--- src/rtl/xnor_popcount_acc.sv ---
`default_nettype none
// ============================================================================
// Module   : xnor_popcount_acc
// Purpose  : Binary-neural-network neuron datapath. For each accepted beat,
//            counts the ones in XNOR(activation, weight) and accumulates the
//            counts over BEATS beats. It then presents the group sum together
//            with a binarised bit (sum >= threshold) until the consumer
//            accepts it.
// Ports    : CLK        - clock, rising edge
//            rst        - asynchronous active-high reset
//            clr        - synchronous soft clear (abandons current group)
//            in_valid   / in_ready  - input beat handshake
//            in_act     / in_wgt    - binary activation / weight vectors
//            threshold  - compare threshold, sampled on beat 0 of a group
//            beat_idx   - index of next beat to accept (weight-memory address)
//            out_valid  / out_ready - result handshake
//            out_sum    - accumulated XNOR popcount
//            out_bit    - 1 when out_sum >= sampled threshold
// Revision : 1.0 - initial release
// ============================================================================
module xnor_popcount_acc #(
  parameter int DATA_WIDTH = 32,
  parameter int BEATS      = 8,
  parameter int ACC_WIDTH  = 9
) (
  input  logic                       CLK,
  input  logic                       rst,
  input  logic                       clr,
  input  logic                       in_valid,
  output logic                       in_ready,
  input  logic [DATA_WIDTH-1:0]      in_act,
  input  logic [DATA_WIDTH-1:0]      in_wgt,
  input  logic [ACC_WIDTH-1:0]       threshold,
  output logic [$clog2(BEATS)-1:0]   beat_idx,
  output logic                       out_valid,
  input  logic                       out_ready,
  output logic [ACC_WIDTH-1:0]       out_sum,
  output logic                       out_bit
);

  localparam int IDX_W = $clog2(BEATS);
  localparam logic [IDX_W-1:0] C_LAST_IDX = IDX_W'(BEATS - 1);

  typedef enum logic [0:0] {
    ACCUM = 1'b0,
    DONE  = 1'b1
  } state_t;

  state_t                state_q, state_d;
  logic [IDX_W-1:0]      idx_q, idx_d;
  logic [ACC_WIDTH-1:0]  acc_q, acc_d;
  logic [ACC_WIDTH-1:0]  thr_q, thr_d;

  logic [DATA_WIDTH-1:0] xnor_vec;
  logic [ACC_WIDTH-1:0]  beat_pop;
  logic                  last_beat;

  assign xnor_vec = ~(in_act ^ in_wgt);

  // Popcount is built directly at accumulator width so the add needs no
  // further extension; ACC_WIDTH always covers DATA_WIDTH.
  always_comb begin
    beat_pop = '0;
    for (int i = 0; i < DATA_WIDTH; i++) begin
      beat_pop = beat_pop + {{(ACC_WIDTH-1){1'b0}}, xnor_vec[i]};
    end
  end

  assign last_beat = (idx_q == C_LAST_IDX);

  always_comb begin
    state_d = state_q;
    idx_d   = idx_q;
    acc_d   = acc_q;
    thr_d   = thr_q;
    if (clr) begin
      // Clear wins over any handshake in the same cycle.
      state_d = ACCUM;
      idx_d   = '0;
      acc_d   = '0;
    end else begin
      case (state_q)
        ACCUM: begin
          if (in_valid) begin
            if (idx_q == '0) begin
              // First beat loads rather than adds, so no explicit
              // clear is needed between groups.
              acc_d = beat_pop;
              thr_d = threshold;
            end else begin
              acc_d = acc_q + beat_pop;
            end
            if (last_beat) begin
              idx_d   = '0;
              state_d = DONE;
            end else begin
              idx_d = idx_q + 1'b1;
            end
          end
        end
        DONE: begin
          if (out_ready) begin
            state_d = ACCUM;
          end
        end
        default: begin
          state_d = ACCUM;
        end
      endcase
    end
  end

  always_ff @(posedge CLK or posedge rst) begin
    if (rst) begin
      state_q <= ACCUM;
      idx_q   <= '0;
      acc_q   <= '0;
      thr_q   <= '0;
    end else begin
      state_q <= state_d;
      idx_q   <= idx_d;
      acc_q   <= acc_d;
      thr_q   <= thr_d;
    end
  end

  assign in_ready  = (state_q == ACCUM);
  assign out_valid = (state_q == DONE);
  assign beat_idx  = idx_q;
  assign out_sum   = acc_q;
  // Gated by DONE so the bit reads 0 in reset and while accumulating.
  assign out_bit   = (state_q == DONE) && (acc_q >= thr_q);

endmodule
`default_nettype wire

--- config.mk ---
export PLATFORM = sky130hd
export DESIGN_NAME = xnor_popcount_acc
export DESIGN_NICKNAME = d
export VERILOG_FILES = /design/src/rtl/xnor_popcount_acc.sv
export SDC_FILE = /design/constraint.sdc
export NUM_CORES = 1
export LEC_CHECK = 0
export ABC_AREA = 1
export CORE_AREA = 2 2 80 82
export DETAILED_ROUTE_END_ITERATION = 8
export DIE_AREA = 0 0 82 84
export GPL_TIMING_DRIVEN = 0
export PLACE_DENSITY = 0.77
export SLEW_MARGIN = 20
export SYNTH_ARGS = -nofsm -noshare
export SYNTH_HDL_FRONTEND = slang
export SYNTH_SLANG_ARGS = --single-unit
--- constraint.sdc ---
create_clock -name CLK -period 2 [get_ports CLK]
set_input_delay 0.5 -clock CLK [delete_from_list [all_inputs] [get_ports CLK]]
set_output_delay 0.5 -clock CLK [all_outputs]
set_load 0.05 [all_outputs]
# --- Word level (Yosys, flattened, before mapping) ---
# Cells that the tools add are included.
# Widths: inputs -> output; s select.
totals:
  ff_bits: 22
op_classes:
  add_sub_neg: 33
  magnitude_cmp: 1
  reduce_logical: 5
  n_eq_ne: 2
  bitwise: 4
  n_mux: 13
op_table:
  columns: ["cell", "n"]
  rows:
  - ["$add 9x1->9", 23]
  - ["$mux 9", 4]
  - ["$not 32->32", 1]
  - ["$xor 32x32->32", 1]
  - ["$mux 3", 4]
  - ["$add 8x1->9", 1]
  - ["$add 9x9->9", 1]
  - ["$ge 9x9->1", 1]
  - ["$add 7x1->8", 1]
  - ["$add 6x1->7", 1]
  - ["$add 5x1->6", 1]
  - ["$add 4x1->5", 1]
  - ["$add 3x1->4", 1]
  - ["$mux 1", 4]
  - ["$reduce_and 4->1", 1]
  - ["$add 2x1->3", 1]
  - ["$add 3x1->3 const B", 1]
  - ["$eq 3x3->1 const B", 1]
  - ["$logic_not 3->1", 1]
  - ["$add 1x1->2", 1]
  - ["$ne 2x2->1 const B", 1]
  - ["$not 1->1", 2]
  - ["$pmux 1 s2", 1]
  - ["$reduce_and 2->1", 1]
  - ["2 further kinds", 2]

# --- Longest topological paths before layout ---
logic_depth:
  word_depth: 38
  ltp_mapped: 26
  ltp_nobuf: 26

# --- Worst setup path before layout ---
# No wires, ideal clock.
synth_timing:
  path_kind: "input port to flip-flop"
  from: "input port in_act[0]"
  to: "register acc_q[7] (netlist: out_sum[7])"
  required_time_ps: 1883
  slack_ps: -3695
  cell_stages: 24
  n_path_buf: 0
  arrival_ps: 5578
  path_cell_list: "xnor2_1 -> fa_1 -> inv_1 -> fa_1 -> fa_1 -> fa_1 -> fa_1 -> fa_1 -> inv_1 -> ha_1 -> inv_1 -> fa_1 -> nand3b_1 -> nand2_1 -> xor2_1 -> ha_1 -> nand2_1 -> nand2_1 -> a21oi_1 -> nand2_1 -> nand2_1 -> nand2_1 -> nand2_1 -> nor2_1"
synth_between:
  elab_chain_len: 38
synth_lines:
  columns: ["item", "line", "source"]
  rows:
  - ["start, declared", "31", "input logic [DATA_WIDTH-1:0] in_act,"]
  - ["$xor 32x32->32 *", "58", "assign xnor_vec = ~(in_act ^ in_wgt);"]
  - ["$not 32->32 *", "58", null]
  - ["$add 1x1->2 *", "65", "beat_pop = beat_pop + {{(ACC_WIDTH-1){1'b0}}, xnor_vec[i]};"]
  - ["$add 2x1->3 *", "65", null]
  - ["$add 3x1->4 *", "65", null]
  - ["$add 4x1->5 *", "65", null]
  - ["$add 5x1->6 *", "65", null]
  - ["$add 6x1->7 *", "65", null]
  - ["$add 7x1->8 *", "65", null]
  - ["$add 8x1->9 *", "65", null]
  - ["$add 9x1->9 * (23 in series)", "65", null]
  - ["$add 9x9->9", "91", "acc_d = acc_q + beat_pop;"]
  - ["$mux 9 *", "85", "if (idx_q == '0) begin"]
  - ["$mux 9 *", "84", "if (in_valid) begin"]
  - ["$mux 9 *", "82", "case (state_q)"]
  - ["$mux 9 *", "76", "if (clr) begin"]
  - ["end signal, assigned", "117", "acc_q <= '0;"]
  - ["end signal, assigned", "122", "acc_q <= acc_d;"]
  - ["end, declared", "51", "logic [ACC_WIDTH-1:0] acc_q, acc_d;"]
# Mark *: on every way between the ends. The rest lies on a longest branch, timed or not. The select of a mux whose other input is x is not followed.
# A chain may end at the register's enable or synchronous reset.

# --- Worst setup path after layout ---
layout_timing:
  from: "input port in_act[11]"
  to: "register acc_q[7] (netlist: out_sum[7])"
layout_between:
  elab_chain_len: 28
layout_lines:
  columns: ["item", "line"]
  rows:
  - ["$xor 32x32->32 *", "58"]
  - ["$not 32->32 *", "58"]
  - ["$add 9x1->9 * (21 in series)", "65"]
  - ["$add 9x9->9", "91"]
  - ["$mux 9 *", "85"]
  - ["$mux 9 *", "84"]
  - ["$mux 9 *", "82"]
  - ["$mux 9 *", "76"]
# Marks and branches as above.

==> metrics.md <==
| Metric | Value |
|---|---|
| Iteration-0 DRC Markers | between 150 and 200 |
| GR Util met2 | 0.352 |
| N_diodes | 0 |
| Die footprint | between 0.006 and 0.007 mm2 |
| Wire per inst | between 10 and 15 um |
| Crit Path Class | in -> reg |
| Synth top area share | 0.207 |
| Root Buffer | clkbuf_8 |
| Syn nets | 450 |
| Net count, final | ~560 |
| Final hold slack | approximately 0.51 ns |
| Failing checks | setup timing |
| Status | finished with violations |
| Hpwl dp | slightly below 5 mm |
| Die Height | approximately 84 um |
| Syn avg cell area | 8.25 um2 |
| Final-report max-slew violation count | 0 |
| Share of layout cells above drive strength 1 | 0.326 |
| IO buf count | 92 |
| Compound-cell area share of the yosys netlist | 0.0626 |
| Post-synthesis async set-or-reset flop share | 1.00 |
| Post-Place Setup Slack | -4.19 ns |
| Mapped Area | roughly 0.0027 mm2 |
| CP Max Fanout | 4 |
| First-pass GRT wire length | around 11 mm |
| Vias in the first global route | ~2500 |
| Yosys warnings | 0 |
| Count leader, synth | nand2_1 |
| CP Launch Type | input pin |
| Max-cap viol count | 0 |
| Most frequent cells after synthesis | nand2_1 (73), inv_1 (68), fa_1 (25), ha_1 (25), xor2_1 (25) |
| Mapped Cells | approximately 320 |
| Post-synthesis mux area share | 0 |
| Layout area overhead | 56.8% |
| Adder-cell share of the synthesized area | 0.306 |
| Main combinational cell family by area after synthesis | adder cells |
| Num CTS Buffers | 3 |
| DRC violations left | 0 |
| Vias | between 2000 and 2500 |
| M1 GR Usage | 0.244 |
| GR peak layer | met2 |
| RSZ-0062 raised after global routing | true |
| H-Tree Depth | 1 |
| Pin count of the biggest net entering global routing | 23 |
| CTS max path bufs | 2 |
| Setup violators final | 10 |
| Fill cells | roughly 480 |
| ANT nets after route | 0 |
| CP Capture Type | flip-flop |
| Synth Area in Simple Gates | 0.198 |
| Reg clk slew, reported paths | about 0.090 ns |
| Core Area | 0.00610 mm2 |
| Slew @ Worst Pin | 0.882 ns |
| Post-synthesis sequential area ratio | 0.207 |
| Setup_tns | -29.00 ns |
| Final RePlAce weighted congestion | about 0.85 |
| Arrival time worst endpoint | between 5 and 6 ns |
| Rows | 29 |
| Crit path required time | between 2 and 2.5 ns |
| Reg area | between 500 and 600 um2 |
| Initial Util | 0.436 |
| Worst Hold Class | reg -> reg |
| Final WS setup | -3.46 ns |
| Sink Count | 22 |
| Fin. Hold Viols | 0 |
| Number of flops mapped to enable cells by yosys | 0 |
| 1st-pass router iterations | 4 |
| XOR/XNOR Fraction of Synth Area | 0.115 |
| Yosys reg bits | 22 |
| Max transition margin | 0.412 |
| Clock period minus worst slack | approximately 5.5 ns |
| F_max | between 150 and 200 MHz |
| Final wirelength | 6.81 mm |
| GR Util All Layers | 0.195 |
| Global Route met3 Usage | 0.0184 |
| Initial antenna violation count | 0 |
| CTS tree | done |
| Die width | about 80 um |
| Clock latency at the later pin of the worst-skew pair | between 0.2 and 0.3 ns |
| Count of cell types in the netlist | 30 |
| Clk_skew | 0.00641 ns |
| Multi-input gate area | 0.00222 mm2 |
| Synth top area cells | dfrtp_1 (21%), fa_1 (19%), ha_1 (12%) |
| Area leader, netlist | dfrtp_1 |
| I/O pin total | 93 |
| GRT Residual Overflow | 0 |
| Via/cell ratio | between 4 and 5 |
| Post-CTS Hold Buffers | 0 |
| Top_reg_cell synth | dfrtp_1 |
| Tcrit/Tclk final | 2.73 |
## layout make-up
type	count	area share
multi-input cells	227	0.534
repair buffers	107	0.223
flip-flops and latches	22	0.135
inverters	70	0.0646
well taps	77	0.0231
clock buffers	4	0.0132
plain buffers	3	0.00721
## state kept, by name (all words and copies together) (netlist names)
register	cells
out_sum	9
beat_idx	3
thr_q	9
out_valid	1
## cell families after synthesis
group                    count (synthesis)
AO/OA/AOI/OAI                           27
XOR/XNOR                                35
adder cells (fa/ha/maj)                 50
buffers and inverters                   73
flip-flops                              22
AND/OR/NAND/NOR                        115
## repair_timing
| item | 4_1_cts | 5_1_grt |
|---|---|---|
| resized for setup | 154 | 39 |
| setup buffers | 13 | 3 |
| endpoints found under the setup margin | 17 | 11 |
| pin swaps | 27 | 11 |
| hold endpoints to repair | 0 | 0 |
## cell usage in the layout (no fill, tap or decap), drive strengths merged
cell type / synthesis / final
o221ai: 1 / 1
dlygate4sd2: 0 / 11
inv: 70 / 69
nand2: 76 / 76
o211ai: 1 / 1
xnor2: 10 / 10
a21oi: 9 / 9
fa: 25 / 25
nor2: 15 / 15
ha: 25 / 25
dfrtp: 22 / 22
dlymetal6s2s: 0 / 1
nand3: 15 / 15
a21boi: 1 / 1
clkinvlp: 0 / 1
nand3b: 5 / 5
xor2: 25 / 25
clkdlybuf4s15: 0 / 1
nand4: 3 / 3
nand2b: 1 / 1
o32ai: 1 / 1
clkdlybuf4s50: 0 / 50
clkbuf: 0 / 10
o21ai: 13 / 13
a21o: 1 / 1
buf: 3 / 41
## metrics by stage
step | instances | utilization | instance area, um2
detailed placement | 491 | 0.619 | 3770
global placement | 491 | 0.619 | 3770
floorplan | 322 | - | 2760
finish | 510 | 0.683 | 4170
global route | 510 | 0.683 | 4170
CTS | 508 | 0.664 | 4050
## worst max-delay path, stage by stage
cell and delay [ns]:
buf_6 0.09, xnor2_2 0.13, fa_1 0.53, inv_1 0.05
fa_1 0.48, fa_1 0.59, fa_1 0.45, fa_1 0.51
fa_1 0.42, inv_2 0.07, ha_4 0.12, inv_2 0.04
fa_2 0.33, nand3b_1 0.18, nand2_2 0.10, xor2_2 0.20
ha_4 0.25, nand2_2 0.07, nand2_2 0.06, a21oi_2 0.12
nand2_1 0.06, nand2_1 0.07, nand2_1 0.06, nand2_1 0.07
nor2_1 0.05
## path summary, 6_finish.rpt
path                                   startpoint                endpoint  slack [ns]  cells past startpoint
max                                    in_act[11]  out_sum[7]$_DFFE_PP0P_       -3.46                     25
min                          thr_q[0]$_DFFE_PP0P_    thr_q[0]$_DFFE_PP0P_        0.51                      2
max reg2reg                out_sum[0]$_DFFE_PP0P_  out_sum[8]$_DFFE_PP0P_        0.29                     11
min reg2reg                  thr_q[0]$_DFFE_PP0P_    thr_q[0]$_DFFE_PP0P_        0.51                      2
max in group asynchronous                     rst  out_sum[5]$_DFFE_PP0P_        0.68                      2
min in group asynchronous                     rst    thr_q[3]$_DFFE_PP0P_        0.71                      2
## per-layer routing
layer | wire [um] | vias to the layer above
met4 | 120 | 0
met2 | 3520 | 94
met3 | 384 | 18
met1 | 2790 | 1154
met5 | 0 | -
li1 | - | 1208
Power is not shown: default switching activity piles up to over one toggle a cycle in this logic, so the estimate is an artifact.
